--- src/rtl/rfid_pkg.sv ---
// Shared definitions for the ISO 14443-A PICC transmit path: framer states,
// CRC_A constants and the default ETU length at fc/4.
package rfid_pkg;

    typedef enum logic [3:0] {
        IDLE,
        SOF,
        DATA,
        PARITY,
        CRC_LO,
        CRC_HI,
        EOF,
        ABORT,
        GUARD
    } tx_state_t;

    localparam logic [15:0] CRC_A_INIT       = 16'h6363;
    localparam logic [15:0] CRC_A_POLY       = 16'h8408;
    localparam int          ETU_CLKS_DEFAULT = 32;

    function automatic logic odd_parity(input logic [7:0] b);
        return ~^b;
    endfunction

endpackage

--- src/rtl/crc_a_byte.sv ---
// Combinational CRC_A update over one byte (reflected polynomial 0x8408,
// data consumed LSB first).
module crc_a_byte
    import rfid_pkg::*;
(
    input  logic [15:0] crc_in,
    input  logic [7:0]  data,
    output logic [15:0] crc_out
);

    logic [15:0] c;

    always_comb begin
        c = crc_in ^ {8'h00, data};
        for (int i = 0; i < 8; i++) begin
            c = c[0] ? ((c >> 1) ^ CRC_A_POLY) : (c >> 1);
        end
        crc_out = c;
    end

endmodule

--- src/rtl/picc_tx_framer.sv ---
// ISO 14443-A 106 kbit/s PICC transmit framer: SOF, bytes LSB-first with odd
// parity, optional CRC_A trailer when PICC_TX_CRC_A_EN is defined.
module picc_tx_framer
    import rfid_pkg::*;
#(
    parameter int ETU_CLKS = ETU_CLKS_DEFAULT,
    parameter int CNT_W    = 6
) (
    input  logic       clk,
    input  logic       rst_n,
    input  logic       s_valid,
    input  logic [7:0] s_data,
    input  logic       s_last,
    output logic       s_ready,
    output logic       tx_enable,
    output logic       tx_data,
    output logic       busy,
    output logic       done,
    output logic       underrun
);

    tx_state_t        state, state_nxt;
    logic [CNT_W-1:0] etu_cnt;
    logic             etu_end;
    logic [3:0]       bit_cnt;
    logic [7:0]       shift_q;
    logic             par_q;
    logic [7:0]       hold_data;
    logic             hold_last;
    logic             hold_full;
    logic             last_sent;
    logic             rdy_en;
    logic             accept;
    logic             byte_avail;
    logic             load_byte;
    logic [7:0]       byte_in;
    logic             last_in;
    logic             shifting;

`ifdef PICC_TX_CRC_A_EN
    logic [15:0] crc_q;
    logic [15:0] crc_nxt;
    logic        load_crc_lo;
    logic        load_crc_hi;

    crc_a_byte u_crc (
        .crc_in  (crc_q),
        .data    (byte_in),
        .crc_out (crc_nxt)
    );
`endif

    assign etu_end = (etu_cnt == CNT_W'(ETU_CLKS - 1));

    // Once the final byte is latched nothing more is taken until the guard ends.
    assign s_ready = rdy_en && !hold_full && !(hold_full && hold_last) && !last_sent
                     && (state != GUARD) && (state != ABORT);
    assign accept     = s_valid && s_ready;
    assign byte_avail = hold_full || accept;
    assign byte_in    = hold_full ? hold_data : s_data;
    assign last_in    = hold_full ? hold_last : s_last;
    assign shifting   = (state == DATA) || (state == CRC_LO) || (state == CRC_HI);

    assign tx_enable = (state == SOF) || (state == DATA) || (state == PARITY)
                       || (state == CRC_LO) || (state == CRC_HI);
    assign busy      = (state != IDLE);
    assign done      = (state == EOF);
    assign underrun  = (state == ABORT);

    always_comb begin
        tx_data = 1'b0;
        case (state)
            SOF:            tx_data = 1'b1;
            DATA:           tx_data = shift_q[0];
            PARITY:         tx_data = par_q;
            CRC_LO, CRC_HI: tx_data = (bit_cnt == 4'd8) ? par_q : shift_q[0];
            default:        tx_data = 1'b0;
        endcase
    end

    always_comb begin
        state_nxt = state;
        load_byte = 1'b0;
`ifdef PICC_TX_CRC_A_EN
        load_crc_lo = 1'b0;
        load_crc_hi = 1'b0;
`endif
        case (state)
            IDLE: if (accept) state_nxt = SOF;
            SOF: begin
                if (etu_end) begin
                    state_nxt = DATA;
                    load_byte = 1'b1;
                end
            end
            DATA: if (etu_end && bit_cnt == 4'd7) state_nxt = PARITY;
            PARITY: begin
                // A byte accepted in this very cycle counts as held.
                if (etu_end) begin
                    if (byte_avail) begin
                        state_nxt = DATA;
                        load_byte = 1'b1;
                    end else if (last_sent) begin
`ifdef PICC_TX_CRC_A_EN
                        state_nxt   = CRC_LO;
                        load_crc_lo = 1'b1;
`else
                        state_nxt = EOF;
`endif
                    end else begin
                        state_nxt = ABORT;
                    end
                end
            end
`ifdef PICC_TX_CRC_A_EN
            CRC_LO: begin
                if (etu_end && bit_cnt == 4'd8) begin
                    state_nxt   = CRC_HI;
                    load_crc_hi = 1'b1;
                end
            end
            CRC_HI: if (etu_end && bit_cnt == 4'd8) state_nxt = EOF;
`endif
            EOF:     state_nxt = GUARD;
            ABORT:   state_nxt = GUARD;
            GUARD:   if (etu_end) state_nxt = IDLE;
            default: state_nxt = IDLE;
        endcase
    end

    always_ff @(posedge clk or negedge rst_n) begin
        if (!rst_n) state <= IDLE;
        else        state <= state_nxt;
    end

    always_ff @(posedge clk or negedge rst_n) begin
        if (!rst_n) begin
            etu_cnt <= '0;
            bit_cnt <= '0;
        end else if (state_nxt != state) begin
            etu_cnt <= '0;
            bit_cnt <= '0;
        end else if (etu_end) begin
            etu_cnt <= '0;
            if (shifting) bit_cnt <= bit_cnt + 4'd1;
        end else begin
            etu_cnt <= etu_cnt + 1'b1;
        end
    end

    always_ff @(posedge clk or negedge rst_n) begin
        if (!rst_n) begin
            shift_q <= '0;
            par_q   <= 1'b0;
        end else if (load_byte) begin
            shift_q <= byte_in;
            par_q   <= odd_parity(byte_in);
`ifdef PICC_TX_CRC_A_EN
        end else if (load_crc_lo) begin
            shift_q <= crc_q[7:0];
            par_q   <= odd_parity(crc_q[7:0]);
        end else if (load_crc_hi) begin
            shift_q <= crc_q[15:8];
            par_q   <= odd_parity(crc_q[15:8]);
`endif
        end else if (etu_end && shifting) begin
            shift_q <= {1'b0, shift_q[7:1]};
        end
    end

    // A direct load from s_data (accept at parity end) leaves the holding register empty.
    always_ff @(posedge clk or negedge rst_n) begin
        if (!rst_n) begin
            hold_full <= 1'b0;
            hold_data <= '0;
            hold_last <= 1'b0;
        end else if (state == ABORT || load_byte) begin
            hold_full <= 1'b0;
        end else if (accept) begin
            hold_full <= 1'b1;
            hold_data <= s_data;
            hold_last <= s_last;
        end
    end

    always_ff @(posedge clk or negedge rst_n) begin
        if (!rst_n) begin
            last_sent <= 1'b0;
            rdy_en    <= 1'b0;
        end else begin
            rdy_en <= 1'b1;
            if (state == GUARD)            last_sent <= 1'b0;
            else if (load_byte && last_in) last_sent <= 1'b1;
        end
    end

`ifdef PICC_TX_CRC_A_EN
    always_ff @(posedge clk or negedge rst_n) begin
        if (!rst_n)             crc_q <= CRC_A_INIT;
        else if (state == IDLE) crc_q <= CRC_A_INIT;
        else if (load_byte)     crc_q <= crc_nxt;
    end
`endif

endmodule

--- config.mk ---
export PLATFORM = sky130hd
export DESIGN_NAME = picc_tx_framer
export DESIGN_NICKNAME = d
export VERILOG_FILES = /design/src/rtl/rfid_pkg.sv /design/src/rtl/crc_a_byte.sv /design/src/rtl/picc_tx_framer.sv
export SDC_FILE = /design/constraint.sdc
export NUM_CORES = 1
export LEC_CHECK = 0
export ABC_CLOCK_PERIOD_IN_PS = 2050
export CAP_MARGIN = 15
export CORE_MARGIN = 5
export CORE_UTILIZATION = 45
export CTS_BUF_LIST = sky130_fd_sc_hd__clkbuf_8
export DETAILED_ROUTE_END_ITERATION = 8
export HOLD_SLACK_MARGIN = 0.02
export PLACE_DENSITY = 0.67
export SYNTH_ARGS = -nofsm -noshare
export SYNTH_HDL_FRONTEND = slang
export SYNTH_SLANG_ARGS = --single-unit
--- constraint.sdc ---
create_clock -name clk -period 2.05 [get_ports clk]
set_input_delay 0.41 -clock clk [delete_from_list [all_inputs] [get_ports clk]]
set_output_delay 0.41 -clock clk [all_outputs]
set_load 0.02 [all_outputs]
-- Word level (Yosys, flattened, before mapping)
Index checks and enable logic that the tools add are counted.
- bits in registers: 35
- bits in latches: 0
- memory bits (writable): 0
- ROM bits: 0
- bits of input ports: 12
- word-level logic and storage cells: 87
- memories kept: 0
- $add $sub $neg: 2
- $mul: 0
- div/mod/pow operators: 0
- $lt $le $gt $ge: 0
- equal/unequal tests: 14
- shift operators: 0
- mux-type cells: 27
- bitwise gates (word level): 1
- reduce and logical (&&, ||, !) cells: 33
- operators with widths (operator ; count):
    4-bit 2-to-1 mux ; 8
    8-bit 2-to-1 mux ; 3
    4-bit one-hot mux with 6 select lines ; 1
    4-bit by 3-bit == test with 1-bit output, second input constant ; 5
    6-bit 2-to-1 mux ; 2
    1-bit logical AND ; 10
    1-bit 2-to-1 mux ; 10
    2-bit nonzero test ; 5
    4-bit by 2-bit == test with 1-bit output, second input constant ; 2
    4-bit == test, second input constant ; 2
    1-bit logical OR ; 8
    8-bit XNOR reduction ; 1
    6-bit by 1-bit adder with 6-bit output, second input constant ; 1
    6-bit by 5-bit == test with 1-bit output, second input constant ; 1
    4-bit by 1-bit adder with 4-bit output, second input constant ; 1
    4-bit by 1-bit == test with 1-bit output, second input constant ; 1
    4-bit logical NOT ; 1
    4-bit by 3-bit inequality test with 1-bit output, second input constant ; 1
    4-bit inequality test ; 1
    4-bit inequality test, second input constant ; 1
    1-bit one-hot mux with 4 select lines ; 1
    2-bit AND reduction ; 2
    4-bit nonzero test ; 1
    2-bit OR reduction ; 2
    other kinds (4) ; 6

-- Depth between registers and ports, before layout
- word-level depth: 14
- gate-level depth with buffers: 8

-- Worst setup path before layout
OpenSTA, ideal clock, no wires.
- path kind: register to register
- start: register etu_cnt[0]
- end: register hold_data[0]
- library setup time: 125 ps
- arrival time: 1932 ps
- required time: 1925 ps
- setup slack: -7 ps
- stages on the path, launching flop included: 8
- buffers on the path: 1
- clock period less this slack: 2057 ps
- path through: dfrtp_1 > ha_1 > nand2b_1 > or2_1 > buf_2 > o21a_1 > o31ai_4 > mux2_2
- word-level cells in the longest chain between the ends: 6
- elaborated cells between the ends (all ways): 7
- those cells by class: eq/ne: 1; mux: 3; bitwise: 1; reduce/logical: 2
- RTL lines (what ; line ; text):
    start, declared ; picc_tx_framer.sv:23 ; logic [CNT_W-1:0] etu_cnt;
    start signal, assigned ; picc_tx_framer.sv:147 ; etu_cnt <= etu_cnt + 1'b1;
    6-bit by 5-bit == test with 1-bit output * ; picc_tx_framer.sv:53 ; assign etu_end = (etu_cnt == CNT_W'(ETU_CLKS - 1));
    1-bit 2-to-1 mux (on tied branches) ; picc_tx_framer.sv:99, picc_tx_framer.sv:91 ;
    1-bit one-hot mux with 2 select lines * ; picc_tx_framer.sv:88 ; case (state)
    1-bit logical OR * ; picc_tx_framer.sv:177 ; end else if (state == ABORT || load_byte) begin
    1-bit inverter (no line) * ; n/a ;
    2-bit AND reduction (no line) * ; n/a ;
    end signal, assigned ; picc_tx_framer.sv:181 ; hold_data <= s_data;
    end, declared ; picc_tx_framer.sv:28 ; logic [7:0] hold_data;
Mark *: on every way between the ends. The rest lies on a longest branch, timed or not.
A chain may end at the register's enable or synchronous reset.

-- Worst setup path after layout
- start: register state[1]
- end: output s_ready
- word-level cells in the longest chain between the ends: 3
- elaborated cells between the ends (all ways): 4
- those cells by class: eq/ne: 2; reduce/logical: 2
- RTL lines (what ; line ; text):
    start, declared ; picc_tx_framer.sv:22 ; tx_state_t state, state_nxt;
    start signal, assigned ; picc_tx_framer.sv:133 ; else state <= state_nxt;
    4-bit inequality test ; picc_tx_framer.sv:57 ; && (state != GUARD) && (state != ABORT);
    1-bit logical AND ; picc_tx_framer.sv:57 ;
    1-bit logical AND * ; picc_tx_framer.sv:57 ;
    end, declared ; picc_tx_framer.sv:14 ; output logic s_ready,
Marks and branches as above.

==> results.toml <==
[status]
outcome = "complete, no violations"

[synthesis]
synth-simple-area-share_pct = 15.7
synth-async-reset-ratio_pct = 100
synthMuxAreaShare_pct = 17.0
synth_area_mm2 = 0.00196
synth_edf_count = 0
synth-compound-area-share_pct = 10.4
synth_top_family_by_area = "multiplexers"
synth_nets = 194
synthCells = 179
avgSynthCellArea_um2 = 11.0
synth-main-ff-cell = "dfrtp_1"
synthAdderAreaFrac_pct = 1.91
synth_xor_area_share_pct = 6.70
synthDistinctLibCells = 44
synth_seq_cells = 35
synth_seq_area_share_pct = 44.7
yosys_warnings = 0

[placed_design]
dp_hpwl_um = 3050
numPortBuffers = 17
gp_congestion = 0.908
dpl_cell_area_mm2 = 0.00235

[global_route]
grt_pass1_vias = 1465
grt_first_pass_wirelength_um = 6910
grt_overflow = 0
antenna_found_initial = 0
grt.total_usage_pct = 14.7
grt_max_degree = 36

[floorplan]
dieHeight_um = 76.0
die_w_um = 76.0
placementRows = 24
floorplan.initialDensity_pct = 45.7
dieArea_mm2 = 0.00578
core_mm2 = 0.00429
pin_count = 18

[critical_path]
crit_path_end_kind = "output pin"
path_class = "register to output pin"
critPathLaunchType = "register"
required_ns = 1.64
cp_max_fo = 9
cp.arrival_ns = 1.60

[power]
ir_worst_vdd_uv = 720
pwr_density_cell_mw_per_mm2 = 1340
p_leak_nw = 1.12

[clock_network]
htree_levels = 2
clockBufferDepth = 2
cts_hold_buf = 0
clk_pin_slew_ns = 0.07
cts_buffers = 5
clock_latency_ns = 0.29
clock_sinks = 35
tritoncts = "done"
root_buffer = "clkbuf_8"

[finish]
final_cell_area_mm2 = 0.00253
area_growth_pct = 29.2
nets = 239
diodes = 0
drive_gt1_share_pct = 28.4

[job]
cap_violations = 0

[sta]
setup_viol = 0
max_freq_mhz = 497
setup_tns_ns = 0
holdWs_ns = 0.503
tightest_slew_ns = 0.531
fin_skew_ns = 0.00863
slew_headroom_pct = 64.3
slew_viol_final = 0
rsz0062_at_grt = "yes"
hold_viol = 0
fin_crit_sh_pct = 98.1
fin_crit_ns = 2.01

[routing]
drc = 0
wirelength_um = 4220
first_pass_iters = 4
vias = 1503
wire_per_inst_um = 15.2
drt_iter0_drc = 49
ant_nets = 0
via_per_inst = 5.43

[min_path]
holdCritPathClass = "register to register"
kinds of logic after synthesis:
group           Yosys count
simple gates             56
flops                    35
mux                      32
compound gates           24
xor+xnor                 15
buf+inv                  13
fa+ha+maj                 3
other cells               1
registers in the layout, indices dropped and copies added (netlist names):
name and cells:
rdy_en 1, last_sent 1, bit_cnt 4, shift_q 8, state 4, hold_full 1, par_q 1, hold_data 8
hold_last 1, etu_cnt 6
report_power, final:
part,total (mW),leakage [nW],switching (mW),internal [mW]
logic,1.58,0.646,0.741,0.840
registers,1.27,0.422,0.264,1.00
clock network,0.547,0.0557,0.245,0.302
cells in the mapped netlist, drive strengths merged, types with 2 or more instances:
master  count  area share [%]
mux2       10             5.7
mux2i      22              11
o21a        2            0.77
dfrtp      35              45
clkbuf      3            0.57
nand4b      2            0.89
buf         5             1.9
o21ai       5             1.3
xor2        5             2.2
o211ai      3             1.4
nand3       4             1.3
nand2       8             1.5
a21oi       4             1.0
o31ai       2             1.5
nand2b      3            0.96
ha          3             1.9
nor3b       2            0.77
inv         5            0.96
nor2       18             4.3
nor3       11             3.1
xnor2      10             4.5
nor4        2            0.64
worst paths after layout:
check / end / slack (ns) / cells after the start / start
max reg2reg: shift_q[6] / 0.07 / 6 / state[0]
min reg2reg: hold_last / 0.50 / 1 / hold_last
min: hold_last / 0.50 / 1 / hold_last
min in group asynchronous: etu_cnt[3] / 0.53 / 2 / rst_n
max in group asynchronous: state[2] / 1.19 / 2 / rst_n
max: s_ready / 0.04 / 4 / state[1]
what timing repair did:
| item | CTS | global route |
|---|---|---|
| setup endpoints to repair | 8 | 22 |
| resized for setup | 10 | 15 |
| buffers inserted | 0 | 4 |
| pin swaps | 0 | 2 |
cell usage in the layout, fill, tap and decap left out, drive strengths merged, types with 2 or more instances in the layout:
cell / n
mux2: 10
ha: 3
inv: 6
nand2: 8
nor4: 2
clkdlybuf4s50: 11
nand4b: 2
nand2b: 3
xor2: 5
dfrtp: 35
buf: 29
nor3: 11
xnor2: 10
a21oi: 4
nor2: 18
mux2i: 22
nand3: 4
clkbuf: 8
o31ai: 2
nor3b: 2
o21ai: 5
dlygate4sd2: 4
o211ai: 3
o21a: 2
per-stage QoR:
stage	total power, mW	std cells	setup WS (ns)	util [%]
2_1_floorplan	2.25	179	-0.000688	-
3_3_place_gp	2.70	265	-0.0868	54.7
3_5_place_dp	2.78	265	-0.126	54.7
4_1_cts	3.32	273	0.00853	57.0
5_1_grt	3.66	277	-0.0430	59.0
6_report	3.40	277	0.0390	59.0
layout make-up:
type | count | area [µm²]
multi-input cells | 131 | 1070
well taps | 52 | 65.1
flip-flops and latches | 35 | 878
fillers | 361 | 1760
clock buffers | 7 | 96.3
repair buffers | 46 | 397
inverters | 5 | 18.8
clock inverters | 1 | 3.75
critical path, cell delays in order (launching register included):
cell	delay (ns)
dfrtp_2	0.48
nor3_4	0.27
and2_4	0.20
nor3_1	0.04
dlygate4sd2_1	0.32
layer usage:
metal  vias to the layer above  wire, µm  track usage (%)
met5                         -         0                0
li1                        728         -                -
met1                       740      1910             18.1
met4                         0        40             3.74
met3                         6       173             4.02
met2                        29      2100             25.1
No activity file was read; power rests on OpenSTA's default activity.
